`src/rtl/board_ui_pkg.sv`:
```
// Shared types for the board UI controller.
// Holds the UI sequence states, the slave selector type and the read/write operation type.
package board_ui_pkg;

    // UI sequence, in the order the operator walks through it.
    typedef enum logic [3:0] {
        SLAVE_SEL = 4'd0,
        RW_SEL    = 4'd1,
        EXT_SEL   = 4'd2,
        EXT_WR0   = 4'd3,
        EXT_WR1   = 4'd4,
        START0    = 4'd5,
        START1    = 4'd6,
        COUNT0    = 4'd7,
        COUNT1    = 4'd8,
        CONFIG    = 4'd9,
        READY     = 4'd10,
        COMM      = 4'd11,
        DONE      = 4'd12
    } ui_state_t;

    typedef logic [1:0] slave_t;

    typedef enum logic {
        OP_READ  = 1'b0,
        OP_WRITE = 1'b1
    } operation_t;

    // First state after EXT_SEL given the external-write enables.
    function automatic ui_state_t ext_entry_state(input logic [1:0] en);
        if (en[0])      return EXT_WR0;
        else if (en[1]) return EXT_WR1;
        else            return START0;
    endfunction

endpackage

```
`src/rtl/key_debounce.sv`:
```
// Synchronises and debounces one active-low push button.
// Ports: clk, rstN (async active-low), key_n (raw button, idle high),
//        press (1-cycle event per debounced press).
module key_debounce #(
    parameter int unsigned DEBOUNCE_CYCLES = 4
) (
    input  logic clk,
    input  logic rstN,
    input  logic key_n,
    output logic press
);

    localparam int unsigned CNT_W = $clog2(DEBOUNCE_CYCLES + 1);
    localparam logic [CNT_W-1:0] CNT_MAX = CNT_W'(DEBOUNCE_CYCLES - 1);

    logic             sync1, sync2, sync_q;
    logic             level;
    logic             armed;
    logic [CNT_W-1:0] cnt;

    // Sync chain, stability counter and accepted level.
    // armed stays low until a debounced release is seen, so a key held
    // through reset cannot produce an event.
    always_ff @(posedge clk or negedge rstN) begin
        if (!rstN) begin
            sync1  <= 1'b1;
            sync2  <= 1'b1;
            sync_q <= 1'b1;
            cnt    <= '0;
            level  <= 1'b1;
            armed  <= 1'b0;
            press  <= 1'b0;
        end else begin
            sync1  <= key_n;
            sync2  <= sync1;
            sync_q <= sync2;
            press  <= 1'b0;
            if (sync2 != sync_q)
                cnt <= '0;
            else if (cnt != CNT_MAX)
                cnt <= cnt + CNT_W'(1);
            if (cnt == CNT_MAX) begin
                level <= sync_q;
                if (sync_q)
                    armed <= 1'b1;
                if (!sync_q && level && armed)
                    press <= 1'b1;
            end
        end
    end

endmodule

```
`src/rtl/board_ui_controller.sv`:
```
// Switch/key driven configuration sequencer for a two-master board setup.
// Ports: clk, rstN; jump_stateN/jump_next_addr keys; SW switches;
//        latched slave/rw/ext-enable selections; external write strobe+payload;
//        master start addresses and counts; config/com start handshakes;
//        read-back address strobe; ready/done LEDs; current state.
module board_ui_controller
    import board_ui_pkg::*;
#(
    parameter int unsigned DATA_WIDTH             = 16,
    parameter int unsigned MASTER_ADDR_WIDTH      = 12,
    parameter int unsigned MAX_MASTER_WRITE_DEPTH = 16,
    parameter int unsigned DEBOUNCE_CYCLES        = 4
) (
    input  logic                                      clk,
    input  logic                                      rstN,
    input  logic                                      jump_stateN,
    input  logic                                      jump_next_addr,
    input  logic [17:0]                               SW,
    output slave_t                                    m0_slave,
    output slave_t                                    m1_slave,
    output logic [1:0]                                m_rw,
    output logic [1:0]                                ext_write_en,
    output logic                                      ext_wr_valid,
    output logic                                      ext_wr_master,
    output logic [$clog2(MAX_MASTER_WRITE_DEPTH)-1:0] ext_wr_addr,
    output logic [DATA_WIDTH-1:0]                     ext_wr_data,
    output logic [MASTER_ADDR_WIDTH-1:0]              m0_start_addr,
    output logic [MASTER_ADDR_WIDTH-1:0]              m1_start_addr,
    output logic [MASTER_ADDR_WIDTH-1:0]              m0_addr_count,
    output logic [MASTER_ADDR_WIDTH-1:0]              m1_addr_count,
    output logic                                      config_start,
    input  logic                                      config_done,
    output logic                                      com_start,
    input  logic                                      com_done,
    output logic [MASTER_ADDR_WIDTH-1:0]              rd_addr,
    output logic                                      rd_valid,
    output logic                                      communication_ready,
    output logic                                      communication_done,
    output logic [3:0]                                state
);

    localparam int unsigned WR_AW = $clog2(MAX_MASTER_WRITE_DEPTH);
    localparam int unsigned AW    = MASTER_ADDR_WIDTH;
    localparam logic [WR_AW-1:0] WR_LAST = WR_AW'(MAX_MASTER_WRITE_DEPTH - 1);

    logic jump_ev, next_raw, next_ev;
    wire  unused_sw = &{1'b0, SW};

    key_debounce #(.DEBOUNCE_CYCLES(DEBOUNCE_CYCLES)) u_jump_db (
        .clk(clk), .rstN(rstN), .key_n(jump_stateN), .press(jump_ev)
    );
    key_debounce #(.DEBOUNCE_CYCLES(DEBOUNCE_CYCLES)) u_next_db (
        .clk(clk), .rstN(rstN), .key_n(jump_next_addr), .press(next_raw)
    );

    // A simultaneous jump swallows the next-address event.
    assign next_ev = next_raw & ~jump_ev;

    ui_state_t              state_q, state_d;
    logic [WR_AW-1:0]       wr_addr_q, wr_addr_d;
    logic                   rd_pend_q, rd_pend_d;
    slave_t                 m0_slave_d, m1_slave_d;
    logic [1:0]             m_rw_d, ext_write_en_d;
    logic                   ext_wr_valid_d, ext_wr_master_d;
    logic [WR_AW-1:0]       ext_wr_addr_d;
    logic [DATA_WIDTH-1:0]  ext_wr_data_d;
    logic [AW-1:0]          m0_start_d, m1_start_d, m0_count_d, m1_count_d, rd_addr_d;
    logic                   config_start_d, com_start_d, rd_valid_d;
    logic                   comm_ready_d, comm_done_d;

    assign state = state_q;

    // State register and all latched outputs.
    always_ff @(posedge clk or negedge rstN) begin
        if (!rstN) begin
            state_q             <= SLAVE_SEL;
            wr_addr_q           <= '0;
            rd_pend_q           <= 1'b0;
            m0_slave            <= '0;
            m1_slave            <= '0;
            m_rw                <= '0;
            ext_write_en        <= '0;
            ext_wr_valid        <= 1'b0;
            ext_wr_master       <= 1'b0;
            ext_wr_addr         <= '0;
            ext_wr_data         <= '0;
            m0_start_addr       <= '0;
            m1_start_addr       <= '0;
            m0_addr_count       <= '0;
            m1_addr_count       <= '0;
            config_start        <= 1'b0;
            com_start           <= 1'b0;
            rd_addr             <= '0;
            rd_valid            <= 1'b0;
            communication_ready <= 1'b0;
            communication_done  <= 1'b0;
        end else begin
            state_q             <= state_d;
            wr_addr_q           <= wr_addr_d;
            rd_pend_q           <= rd_pend_d;
            m0_slave            <= m0_slave_d;
            m1_slave            <= m1_slave_d;
            m_rw                <= m_rw_d;
            ext_write_en        <= ext_write_en_d;
            ext_wr_valid        <= ext_wr_valid_d;
            ext_wr_master       <= ext_wr_master_d;
            ext_wr_addr         <= ext_wr_addr_d;
            ext_wr_data         <= ext_wr_data_d;
            m0_start_addr       <= m0_start_d;
            m1_start_addr       <= m1_start_d;
            m0_addr_count       <= m0_count_d;
            m1_addr_count       <= m1_count_d;
            config_start        <= config_start_d;
            com_start           <= com_start_d;
            rd_addr             <= rd_addr_d;
            rd_valid            <= rd_valid_d;
            communication_ready <= comm_ready_d;
            communication_done  <= comm_done_d;
        end
    end

    // Next-state and next-output logic.
    always_comb begin
        state_d         = state_q;
        wr_addr_d       = wr_addr_q;
        rd_pend_d       = 1'b0;
        m0_slave_d      = m0_slave;
        m1_slave_d      = m1_slave;
        m_rw_d          = m_rw;
        ext_write_en_d  = ext_write_en;
        ext_wr_valid_d  = 1'b0;
        ext_wr_master_d = ext_wr_master;
        ext_wr_addr_d   = ext_wr_addr;
        ext_wr_data_d   = ext_wr_data;
        m0_start_d      = m0_start_addr;
        m1_start_d      = m1_start_addr;
        m0_count_d      = m0_addr_count;
        m1_count_d      = m1_addr_count;
        config_start_d  = 1'b0;
        com_start_d     = 1'b0;
        rd_addr_d       = rd_addr;
        rd_valid_d      = rd_pend_q;

        case (state_q)
            SLAVE_SEL: if (jump_ev) begin
                m0_slave_d = SW[1:0];
                m1_slave_d = SW[3:2];
                state_d    = RW_SEL;
            end
            RW_SEL: if (jump_ev) begin
                m_rw_d  = SW[1:0];
                state_d = EXT_SEL;
            end
            EXT_SEL: if (jump_ev) begin
                ext_write_en_d = SW[1:0];
                wr_addr_d      = '0;
                state_d        = ext_entry_state(SW[1:0]);
            end
            EXT_WR0, EXT_WR1: begin
                // Both keys write; jump also closes the block.
                if (jump_ev || next_ev) begin
                    ext_wr_valid_d  = 1'b1;
                    ext_wr_master_d = (state_q == EXT_WR1);
                    ext_wr_addr_d   = wr_addr_q;
                    ext_wr_data_d   = SW[DATA_WIDTH-1:0];
                    wr_addr_d       = (wr_addr_q == WR_LAST) ? '0 : wr_addr_q + WR_AW'(1);
                end
                if (jump_ev) begin
                    wr_addr_d = '0;
                    state_d   = (state_q == EXT_WR0 && ext_write_en[1]) ? EXT_WR1 : START0;
                end
            end
            START0: if (jump_ev) begin
                m0_start_d = SW[AW-1:0];
                state_d    = START1;
            end
            START1: if (jump_ev) begin
                m1_start_d = SW[AW-1:0];
                state_d    = COUNT0;
            end
            COUNT0: if (jump_ev) begin
                m0_count_d = SW[AW-1:0];
                state_d    = COUNT1;
            end
            COUNT1: if (jump_ev) begin
                m1_count_d     = SW[AW-1:0];
                config_start_d = 1'b1;
                state_d        = CONFIG;
            end
            CONFIG: if (config_done) state_d = READY;
            READY: if (jump_ev) begin
                com_start_d = 1'b1;
                state_d     = COMM;
            end
            COMM: if (com_done) state_d = DONE;
            DONE: begin
                if (jump_ev) begin
                    state_d = SLAVE_SEL;
                end else if (next_ev) begin
                    rd_addr_d = SW[AW-1:0];
                    rd_pend_d = 1'b1;
                end
            end
            default: state_d = SLAVE_SEL;
        endcase

        comm_ready_d = (state_d == READY);
        comm_done_d  = (state_d == DONE);
    end

endmodule

```
`config.mk`:
```
export PLATFORM = sky130hd
export DESIGN_NAME = board_ui_controller
export DESIGN_NICKNAME = d
export VERILOG_FILES = /design/src/rtl/board_ui_pkg.sv /design/src/rtl/key_debounce.sv /design/src/rtl/board_ui_controller.sv
export SDC_FILE = /design/constraint.sdc
export NUM_CORES = 1
export LEC_CHECK = 0
export CAP_MARGIN = 20
export CORE_UTILIZATION = 40
export CTS_BUF_LIST = sky130_fd_sc_hd__clkbuf_2 sky130_fd_sc_hd__clkbuf_4 sky130_fd_sc_hd__clkbuf_8
export DETAILED_ROUTE_END_ITERATION = 7
export DONT_BUFFER_PORTS = 1
export PLACE_DENSITY = 0.58
export SYNTH_ARGS = -nofsm -noshare
export SYNTH_HDL_FRONTEND = slang
export SYNTH_SLANG_ARGS = --single-unit
```
`constraint.sdc`:
```
create_clock -name clk -period 2 [get_ports clk]
set_clock_uncertainty 0.1 [all_clocks]
set_input_delay 0.4 -clock clk [delete_from_list [all_inputs] [get_ports clk]]
set_output_delay 0.4 -clock clk [all_outputs]
set_load 0.01 [all_outputs]
```
# Word-level counts from Yosys, hierarchy flattened
# Cells that the tools add are included.
# totals
ff_bits	122
in_bits	24
out_inout_bits	99
wordCells	125
# op_classes
addsub	3
eq_ne	23
n_mux	37
bitwise	2
n_reduce_logical	25
# ops
op	n
4-bit 2-to-1 mux	16
4-bit case mux with 12 select lines	1
4-bit equality test (second input constant)	8
2-bit AND reduction	10
4-bit by 3-bit equality test with 1-bit output (second input constant)	4
3-bit 2-to-1 mux	5
1-bit 2-to-1 mux	14
3-bit by 2-bit != test with 1-bit output (second input constant)	3
4-bit by 2-bit equality test with 1-bit output (second input constant)	2
4-bit case mux with 2 select lines	1
3-bit by 1-bit adder with 3-bit output (second input constant)	2
3-bit by 2-bit equality test with 1-bit output (second input constant)	2
3-bit AND reduction	2
2-bit nonzero test	3
1-bit logical AND	5
4-bit by 1-bit adder with 4-bit output (second input constant)	1
4-bit by 1-bit equality test with 1-bit output (second input constant)	1
4-bit zero test	1
1-bit zero test	2
1-bit != test	2
2-bit by 1-bit != test with 1-bit output (second input constant)	1
2-bit OR reduction	1
1-bit AND	1
1-bit logical OR	1
1-bit NOT	1

# Logic depth before layout (Yosys ltp)
# Gate-level depths: netlist of run 1.
# depth
depth_word	6
depth_mapped	7
ltp_nobuf	5

# By module
# From an unflattened synthesis of run 1, not the netlist that was laid out.
# hier_totals
cells_unflattened	340
hier_area_um2	5138.7
# modules_own_cells
module	instances	cells_each	area_each_um2	seq_area_each_um2
board_ui_controller	1	294	4426.7	2602.5
key_debounce at u_jump_db	1	23	356.6	230.2
key_debounce at u_next_db	1	23	355.3	230.2

# Least setup slack after synthesis of run 1
# OpenSTA, ideal clock, no wires.
# synth_path
path_kind	register to register
start	register state_q[1] (netlist: state[1])
end	register rd_addr[10]
setup_ns	0.125
arrival_ns	1.575
required_ns	1.775
slack_ns	0.200
stages_incl_launch_ff	8
path_buffers	3
period_less_slack_ns	1.800
path_cell_list	dfrtp_1 buf_4 nor2_1 and3_1 and3_1 buf_6 buf_6 mux2_4
# synth_via
elab_chain_cells	2
# synth_lines
element	line_no	rtl
from (decl)	board_ui_controller.sv:59	ui_state_t state_q, state_d;
from (signal assigned)	board_ui_controller.sv:98	state_q <= state_d;
4-bit equality test	board_ui_controller.sv:144	case (state_q)
3-bit AND reduction (no line)	n/a	
to (signal assigned)	board_ui_controller.sv:115	rd_addr <= rd_addr_d;
to (decl)	board_ui_controller.sv:35	output logic [MASTER_ADDR_WIDTH-1:0] rd_addr,
# Every way passes these cells.
# A chain may end at the register's enable or synchronous reset.

# Final worst setup path of run 1
# layout_path
start	register state_q[0] (netlist: state[0])
end	register ext_wr_data[11]
# layout_via
elab_chain_cells	3
elab_cells_between_ends	4
cone_classes	eq/ne (2); reduce/logical (2)
# layout_lines
element	line_no	rtl
4-bit by 3-bit equality test with 1-bit output or 4-bit by 2-bit equality test with 1-bit output (tied branches)	board_ui_controller.sv:144	
2-bit OR reduction (*)	board_ui_controller.sv:144	
2-bit AND reduction (no line) (*)	n/a	
to (signal assigned)	board_ui_controller.sv:108	ext_wr_data <= ext_wr_data_d;
to (decl)	board_ui_controller.sv:26	output logic [DATA_WIDTH-1:0] ext_wr_data,
# Every way passes the cells marked *; elsewhere a longest branch is shown, timed or not.

==> results.cfg, run 1 <==
[run_status]
outcome = complete, but fails checks
failed_checks = hold timing

[logic_synthesis]
synth_ff_type = dfrtp_1
ys_async_sr_fraction_pct = 100
synth_most_common_cell = dfrtp_1
yosys-top-cells-count = dfrtp_1 (114), mux2_2 (80), nor2_1 (20)
netlist_area_mm2 = 0.00490
synth_seq_area_share_pct = 62.5
synthMuxAreaShare_pct = 21.8
ys_types = 42
synth_nets = 367
yosys_register_bits = 122
synthAdderAreaFrac_pct = 1.28
yosys.area_share.simple_pct = 6.15
ys.warnings.count = 0
synth_top_cell_area_share_pct = 58.2
synth_top_area_cell = dfrtp_1
post_synth_xor_area_fraction_pct = 0.714
synth_edf_count = 0
syn_area_per_cell_um2 = 14.5
synth_compound_area_share_pct = 4.90
synth_top_family_by_area = multiplexers
synth_area_leaders = dfrtp_1 (58%), mux2_2 (18%), dfstp_2 (4.3%)
syn_inst = 338

[critical_path]
r2r_slack_ns = 0.13
crit_arrival_ns = 2.09
r2r-end = ext_wr_data[11]
critPathMaxFanout = 21
crit_buf_inv = 1
critPathKind = reg -> reg
required_ns = 2.22
slowest_stage = dfrtp_1
critPathTopFamily = simple AND/OR/NAND/NOR gates
max_stage_delay_ns = 0.51
timing.rr.start = state[0]
reg2reg_depth = 5
startpoint_type = register
path_cells = nor3b_1 > nor2_1 > nor3_4 > buf_12 > mux2_2
end_kind = register

[pwr]
ir_worst_vdd_uv = 494
totalPowerFinal_w = 0.00585
p_per_area_mw_per_mm2 = 1010
p_leak_nw = 2.77

[place]
portBuffers = 0
post-dp-hpwl_um = 6500
place_congestion = 0.761
post-place-cells = 485
place_area_mm2 = 0.00518

[route]
wl_um = 10100
wl_per_cell_um = 18.9
routed_via_density = 5.20
ant_nets = 0
drc = 0
drtPass1Iterations = 4
drtIter0Drc = 91
vias = 2776

[timing]
fmax_mhz = 535
grt_setup_unrepaired = false
setup_viol = 0
finalCritPeriodShare_pct = 93.5
slew_headroom_pct = 65.4
slew_violations = 0
worstMarginPinSlew_ns = 0.513
tns_ns = 0
hold_viol = 122
holdWs_ns = -0.438
finalCriticalPeriod_ns = 1.87

[cts]
htreeDepth = 4
cts_resized = 0
ctsHoldBuffers = 18
postCtsSetupBuffers = 0
cts_buffers = 17
cts_tree = yes
clock_path_buffers = 2
clk_latency_ns = 0.44
clock-sinks = 122
clkTransAtPathRegs_ns = 0.07
cts_root_buffer = clkbuf_8

[floorplan]
num_rows = 40
fp.dieH_um = 113
io_pins = 123
die_w_um = 113
die-area_mm2 = 0.0127
start_util_pct = 41.0
coreArea_mm2 = 0.0120

[global_route]
grt_pass1_vias = 2856
grt_pass1_wl_um = 15800
grt_max_degree = 123
track_usage_pct = 17.0
antenna_found_initial = 0
overflow = 0

[cells_and_area]
diodes = 0
nets = 404
post_layout_nonfiller_instances = 534
finalInstanceArea_mm2 = 0.00578
syn2layout_area_growth_pct = 17.9
drive_above_1_share_pct = 38.8

[hold_path]
hold_class = in -> async

[run]
maxCapViolCount = 0
per-stage QoR:
step / util (%) / worst slack (ns) / hold slack [ns]
6_report: 48.3 / 0.130 / -0.438
5_1_grt: 48.3 / 0.00835 / -0.490
4_1_cts: 48.3 / 0.126 / -0.484
3_5_place_dp: 43.3 / 0.142 / 0.00876
3_3_place_gp: 43.3 / 0.151 / 0.00838
2_1_floorplan: - / 0.200 / 0.00441
kinds of logic after synthesis:
group / count (synthesis)
XOR/XNOR: 4
adder cells (fa/ha/maj): 5
flip-flops: 122
AND/OR/NAND/NOR: 57
multiplexers: 92
buffers and inverters: 24
AO/OA/AOI/OAI: 34
cell type report:
class                      instances  area [um2]
sequential                       122        3060
inverter                           5        18.8
timing repair buffer              37         385
multi-input combinational        192        1710
clock inverter                     8         118
tap                              147         184
clock buffer                      23         298
fill                            1067        6180
cells in the final DEF (no fill, tap or decap), types with 2 or more instances in the layout:
cell type	Yosys	routed
a22o_1	3	3
clkbuf_8	0	20
nand3_1	6	6
nand2_1	8	8
ha_1	5	5
dfstp_2	8	8
clkinv_2	0	4
mux2_2	80	80
nor2_1	20	20
and3_1	2	2
dlygate4sd3_1	0	18
nor2b_1	5	5
o21ai_0	6	6
dfrtp_1	114	114
a22oi_1	3	3
and4b_1	2	2
mux2i_1	2	2
o21bai_1	3	3
a21o_1	5	5
nor3b_1	2	2
xor2_1	4	4
buf_4	6	14
bufinv_16	0	3
clkbuf_4	0	3
nand2b_1	4	4
mux2_4	9	9
buf_12	0	5
inv_1	5	5
a21oi_1	7	7
routing by layer:
metal  global-route usage [%]  vias to the layer above  wire length (um)
met5                        0                        -                 0
met3                     6.37                       17               574
li1                         -                     1272                 -
met2                     25.1                       73              4780
met4                     8.62                        0               216
met1                     22.0                     1414              4500
registers in the layout, indices dropped and copies added, names as in the netlist, 2 cells and up:
signal         flops
m0_start_addr     12
state              4
ext_wr_addr        4
m1_addr_count     12
m1_start_addr     12
m0_addr_count     12
m0_slave           2
u_jump_db.cnt      3
ext_wr_data       16
m1_slave           2
u_next_db.cnt      3
ext_write_en       2
rd_addr           12
m_rw               2
wr_addr_q          4
worst max-delay path by stage:
stage / slack, ns / depth (start not counted) / start / endpoint
3_5_place_dp: 0.14 / 5 / state[0] / rd_addr[1]
6_report: 0.13 / 5 / state[0] / ext_wr_data[11]
2_1_floorplan: 0.20 / 7 / state[1] / rd_addr[10]
4_1_cts: 0.13 / 5 / state[0] / rd_addr[1]
3_3_place_gp: 0.15 / 5 / state[0] / rd_addr[1]
5_1_grt: 0.008 / 5 / state[2] / ext_wr_data[14]
worst register-to-register path: cells and delay by family, from the launching register on:
family | cells | cell delay (ns)
buf+inv | 1 | 0.21
flops | 1 | 0.51
mux | 1 | 0.36
simple gates | 3 | 0.57
where the power goes:
part           internal (W)  leakage [nW]  switching (W)
combinational      0.000343         0.940       0.000305
clock               0.00136         0.216       0.000915
sequential          0.00270          1.61       0.000233
Note: power is estimated with default switching activity, not from simulation.
==> inputs of run 2 (changes only) <==
--- a/config.mk
+++ b/config.mk
@@ -13,4 +13,5 @@
 export PLACE_DENSITY = 0.58
 export SYNTH_ARGS = -nofsm -noshare
 export SYNTH_HDL_FRONTEND = slang
+export SYNTH_HIERARCHICAL = 1
 export SYNTH_SLANG_ARGS = --single-unit
==> run 2 against run 1 <==
The run still ends with hold timing left. Combinational power is 64% higher. Critical path type unchanged. Die area is 4.7% higher. Global-route usage is 0.075 points higher. Largest power group unchanged. Non-clock buffer count is 2 higher. Clock-buffer cell count is 4 lower. Synthesized cell count is 0.59% higher. Utilization is 0.47 points lower.
==> results.cfg, run 2 <==
[pwr]
p_per_area_mw_per_mm2 = 1090
pwr-share-comb_pct = 16.2
p_leak_nw = 2.85
power_frac_seq_pct = 48.7
ir_worst_vdd_uv = 616
switching_power_w = 0.00184
intPower_w = 0.00474
clkPwrFrac_pct = 35.2
netSwitchingFraction_pct = 28.0
totalPowerFinal_w = 0.00658

[cells_and_area]
layout.cells.most_common = dfrtp_1
nets = 409
post_layout_nonfiller_instances = 564
final_cell_mix = dfrtp_1 (114), mux2_2 (64), mux2_4 (21), clkbuf_8 (18), dlygate4sd3_1 (18)
fin_util_pct = 47.8
drive_above_1_share_pct = 43.4
largest_reg_flops = 16
syn2layout_area_growth_pct = 17.0
top_register = ext_wr_data
diodes = 0

[logic_synthesis]
synth_area_leaders = dfrtp_1 (56%), mux2_2 (14%), mux2_4 (6.1%)
syn_inst = 340
synth_seq_area_share_pct = 59.6
ys_async_sr_fraction_pct = 100
synthMuxAreaShare_pct = 22.0
synth_most_common_cell = dfrtp_1
synth_ff_type = dfrtp_1
syn_area_per_cell_um2 = 15.1
yosys_register_bits = 122
yosys.area_share.simple_pct = 7.89
netlist_area_mm2 = 0.00514
synthAdderAreaFrac_pct = 1.46
synth_top_family_by_area = multiplexers
ys_types = 52
yosys-top-cells-count = dfrtp_1 (114), mux2_2 (64), mux2_4 (21)
ys.warnings.count = 6
post_synth_xor_area_fraction_pct = 0.682
synth_compound_area_share_pct = 5.16
synth_nets = 370
synth_top_area_cell = dfrtp_1
synth_edf_count = 0
synth_top_cell_area_share_pct = 55.5

[cts]
clk_latency_ns = 0.44
ctsHoldBuffers = 18
clock-sinks = 122
clkTransAtPathRegs_ns = 0.07
clock_path_buffers = 2
postCtsSetupBuffers = 0
cts_resized = 0
cts_tree = yes
cts_buffers = 17
cts_root_buffer = clkbuf_8
htreeDepth = 4

[floorplan]
die_w_um = 115
fp.dieH_um = 115
start_util_pct = 40.9
coreArea_mm2 = 0.0126
num_rows = 41
io_pins = 123
die-area_mm2 = 0.0133

[critical_path]
timing.rr.start = state[1]
end_kind = register
critPathKind = reg -> reg
r2r_slack_ns = 0.08
r2r-end = m1_start_addr[3]
critPathMaxFanout = 12
crit_arrival_ns = 2.14
reg2reg_depth = 5
required_ns = 2.22
startpoint_type = register

[global_route]
antenna_found_initial = 0
grt_pass1_wl_um = 16400
top_usage_layer = met2
grt_max_degree = 123
overflow = 0
track_usage_pct = 17.1
gr-usage-met1_pct = 21.2
grtUsageMet3_pct = 7.06
grt_pass1_vias = 2974
use_met2_pct = 25.5

[timing]
finalCriticalPeriod_ns = 1.92
fmax_mhz = 522
grt_setup_unrepaired = false
worstMarginPinSlew_ns = 0.490
tns_ns = 0
hold_viol = 122
slew_headroom_pct = 66.5
setup_viol = 0
slew_violations = 0
holdWs_ns = -0.445
finalCritPeriodShare_pct = 95.8

[run_status]
outcome = complete, but fails checks
failed_checks = hold timing

[route]
routed_via_density = 5.07
wl_per_cell_um = 18.7
drtPass1Iterations = 6
wl_um = 10600
drtIter0Drc = 158
ant_nets = 0
vias = 2859
drc = 0

[place]
post-place-cells = 514
place_congestion = 0.802
portBuffers = 0
post-dp-hpwl_um = 6780

[run]
maxCapViolCount = 0

[hold_path]
hold_class = in -> async
-- run 2: changes by cell type after synthesis, moves of 4 or more --
cell	delta
buf_6	+6
mux2_1	+4
mux2_2	-16
mux2_4	+12
nor2_1	-8
nor2_2	+5
-- run 2: area by class of cell --
class / instances / area (um2)
clock buffer: 19 / 255
fill: 1085 / 6560
inverter: 3 / 11.3
tap: 172 / 215
timing repair buffer: 39 / 388
sequential: 122 / 3060
multi-input combinational: 196 / 1910
clock inverter: 13 / 168
-- run 2: worst max-delay path, cell delays in order, from the launching register on --
cell	delay [ns]
dfrtp_1	0.54
buf_4	0.25
or2b_1	0.27
nor2_2	0.13
buf_12	0.16
mux2_2	0.33
-- run 2: layer usage --
layer  vias up  wire length, um
met3        16              860
met1      1449             4570
met4         0              232
met5         -                0
li1       1293                -
met2       101             4910
-- run 2: how the worst max path moves through the flow --
stage	to	start	depth (start not counted)
detailed placement	m1_start_addr[5]	state[1]	5
global placement	m1_start_addr[3]	state[1]	5
global route	m1_start_addr[6]	state[1]	5
floorplan	ext_wr_addr[3]	state[1]	6
CTS	m1_start_addr[7]	state[1]	5
finish	m1_start_addr[3]	state[1]	5
-- run 2: power groups by stage --
stage / registers [W] / logic [W] / clock network, W
floorplan: 0.00315 / 0.000881 / 0
detailed placement: 0.00325 / 0.00102 / 0
global placement: 0.00324 / 0.000977 / 0
global route: 0.00325 / 0.00117 / 0.00251
CTS: 0.00321 / 0.00107 / 0.00240
finish: 0.00320 / 0.00106 / 0.00231
-- run 2: kinds of logic (layout without fill, tap and decap cells) --
logic type,Yosys count,count (layout)
compound gates,35,35
flops,122,122
buf+inv,22,74
simple gates,57,57
fa+ha+maj,6,6
mux,94,94
xor+xnor,4,4
-- run 2: metrics by stage --
step                      cell area (um2)  hold WS (ns)  setup WS (ns)
final                                6010        -0.445         0.0843
after global routing                 6010        -0.487         0.0345
after CTS                            6010        -0.489         0.0853
after detailed placement             5410       0.00822         0.0933
after global placement               5410       0.00863          0.111
after floorplan                      5140       0.00441          0.295
==> inputs of run 3 (changes only) <==
--- a/config.mk
+++ b/config.mk
@@ -10,7 +10,8 @@
 export CTS_BUF_LIST = sky130_fd_sc_hd__clkbuf_2 sky130_fd_sc_hd__clkbuf_4 sky130_fd_sc_hd__clkbuf_8
 export DETAILED_ROUTE_END_ITERATION = 7
 export DONT_BUFFER_PORTS = 1
-export PLACE_DENSITY = 0.58
+export GPL_TIMING_DRIVEN = 0
+export PLACE_DENSITY_LB_ADDON = 0.1
 export SYNTH_ARGS = -nofsm -noshare
 export SYNTH_HDL_FRONTEND = slang
 export SYNTH_HIERARCHICAL = 1
==> run 3 against run 2 <==
The run still ends with hold timing left. Sequential share of layout area rose by 0.24 points. Total power grew 2.1%. First-iteration DRC count decreased by 3.2%. Die area stayed put. Cell count is 0.71% lower. Setup slack improved by 0.027 ns. Highest routed layer unchanged.
==> results.cfg, run 3 (synthesized netlist as in run 2, its figures left out) <==
[cells_and_area]
diodes = 0
syn2layout_area_growth_pct = 16.5
multiInputGateArea_mm2 = 0.00192
nets = 405
largest_reg_flops = 16
top_register = ext_wr_data
drive_above_1_share_pct = 42.5
post_layout_nonfiller_instances = 560
final_cell_mix = dfrtp_1 (114), mux2_2 (64), clkbuf_8 (25), mux2_4 (21), dlygate4sd3_1 (16)
layout.cells.most_common = dfrtp_1
regArea_mm2 = 0.00306
final.fill_count = 1127

[global_route]
antenna_found_initial = 0
track_usage_pct = 17.0
overflow = 0
grt_max_degree = 123
grt_pass1_wl_um = 16500
grt_pass1_vias = 2920

[route]
vias = 2813
ant_nets = 0
wl_um = 10600
drc = 0
drtIter0Drc = 153
wl_per_cell_um = 19.0
drtPass1Iterations = 4
routed_via_density = 5.02

[pwr]
power_frac_seq_pct = 47.5
p_leak_nw = 2.84
clkPwrFrac_pct = 37.0
p_per_area_mw_per_mm2 = 1120
netSwitchingFraction_pct = 26.2
switching_power_w = 0.00176
totalPowerFinal_w = 0.00671
pwr-share-comb_pct = 15.5
intPower_w = 0.00495
ir_worst_vdd_uv = 460

[floorplan]
coreArea_mm2 = 0.0126
die-area_mm2 = 0.0133
num_rows = 41
start_util_pct = 40.9
die_w_um = 115
fp.dieH_um = 115
io_pins = 123

[cts]
ctsHoldBuffers = 16
cts_root_buffer = clkbuf_8
clock-sinks = 122
clock_path_buffers = 2
clk_latency_ns = 0.43
postCtsSetupBuffers = 0
htreeDepth = 4
cts_buffers = 17
clkTransAtPathRegs_ns = 0.07
cts_tree = yes

[critical_path]
max_stage_delay_ns = 0.48
end_kind = register
required_ns = 2.22
critPathTopFamily = flip-flops
crit_arrival_ns = 2.11
startpoint_type = register
critPathMaxFanout = 10
slowest_stage = dfrtp_1
crit_buf_inv = 2
path_cells = buf_6 > nor2_4 > nand3b_2 > nor2_4 > buf_6 > mux2_2
critPathKind = reg -> reg

[run_status]
outcome = complete, but fails checks
failed_checks = hold timing

[timing]
slew_headroom_pct = 60.1
grt_setup_unrepaired = false
slew_violations = 0
fmax_mhz = 529
worstMarginPinSlew_ns = 0.598
hold_viol = 122
setup_slack_ns = 0.111
holdWs_ns = -0.445
tns_ns = 0
finalCritPeriodShare_pct = 94.4
finalCriticalPeriod_ns = 1.89
setup_viol = 0

[place]
post-place-cells = 512
place_congestion = 0.779
post-dp-hpwl_um = 6950
dp_slack_ns = 0.0315
portBuffers = 0

[run]
maxCapViolCount = 0

[hold_path]
hold_class = in -> async
run 3: cell count changes in the layout (fill, tap and decap cells not counted), moves of 2 or more:
| cell | previous run | this run |
|---|---|---|
| buf_12 | 4 | 0 |
| buf_2 | 0 | 4 |
| buf_4 | 17 | 3 |
| clkbuf_1 | 0 | 2 |
| clkbuf_8 | 18 | 25 |
| dlygate4sd3_1 | 18 | 16 |
| inv_6 | 3 | 0 |
| buf_6 | 0 | 9 |
| clkinv_4 | 3 | 0 |
run 3: worst paths after layout:
| check | startpoint | end | slack, ns | cells past startpoint |
|---|---|---|---|---|
| worst min-delay path | rstN | state[1] | -0.45 | 0 |
| worst max-delay path | state[0] | rd_addr[4] | 0.11 | 6 |
| max in group asynchronous | rstN | u_next_db/level | 1.94 | 0 |
| min in group clk | com_done | communication_done | 0.08 | 2 |
| worst min register to register | rd_pend_q | rd_valid | 0.25 | 0 |
| worst max register to register | state[0] | rd_addr[4] | 0.11 | 6 |
run 3: timing repair:
action,4_1_cts,5_1_grt
setup endpoints to repair,0,15
endpoints found under the hold margin,190,122
resized for setup,0,2
run 3: through the flow:
| step | utilization, % | cell area (um2) | hold WS, ns |
|---|---|---|---|
| global route | 47.6 | 5980 | -0.486 |
| CTS | 47.5 | 5980 | -0.481 |
| detailed placement | 42.6 | 5350 | 0.00846 |
| finish | 47.6 | 5980 | -0.445 |
| floorplan | - | 5140 | 0.00441 |
| global placement | 42.6 | 5350 | 0.00748 |
run 3: cell type report:
cell class,instances,share of cell area (%)
Tap cell,172,3.60
Inverter,3,0.188
Multi-Input combinational cell,196,32.1
Clock inverter,5,1.71
Clock buffer,27,6.00
Timing Repair Buffer,16,2.68
Sequential cell,122,51.2
Buffer,19,2.59
run 3: power groups by stage:
stage          registers (W)  clock network (W)  logic, W
3_5_place_dp         0.00324                  0   0.00102
2_1_floorplan        0.00315                  0  0.000881
5_1_grt              0.00324            0.00266   0.00115
6_report             0.00319            0.00248   0.00104
4_1_cts              0.00320            0.00256   0.00105
3_3_place_gp         0.00323                  0  0.000982
run 3: metal layers:
metal / global-route usage [%] / routed length (um)
met5: 0 / 0
met4: 8.05 / 182
met3: 7.64 / 891
met2: 24.4 / 4800
met1: 21.8 / 4760
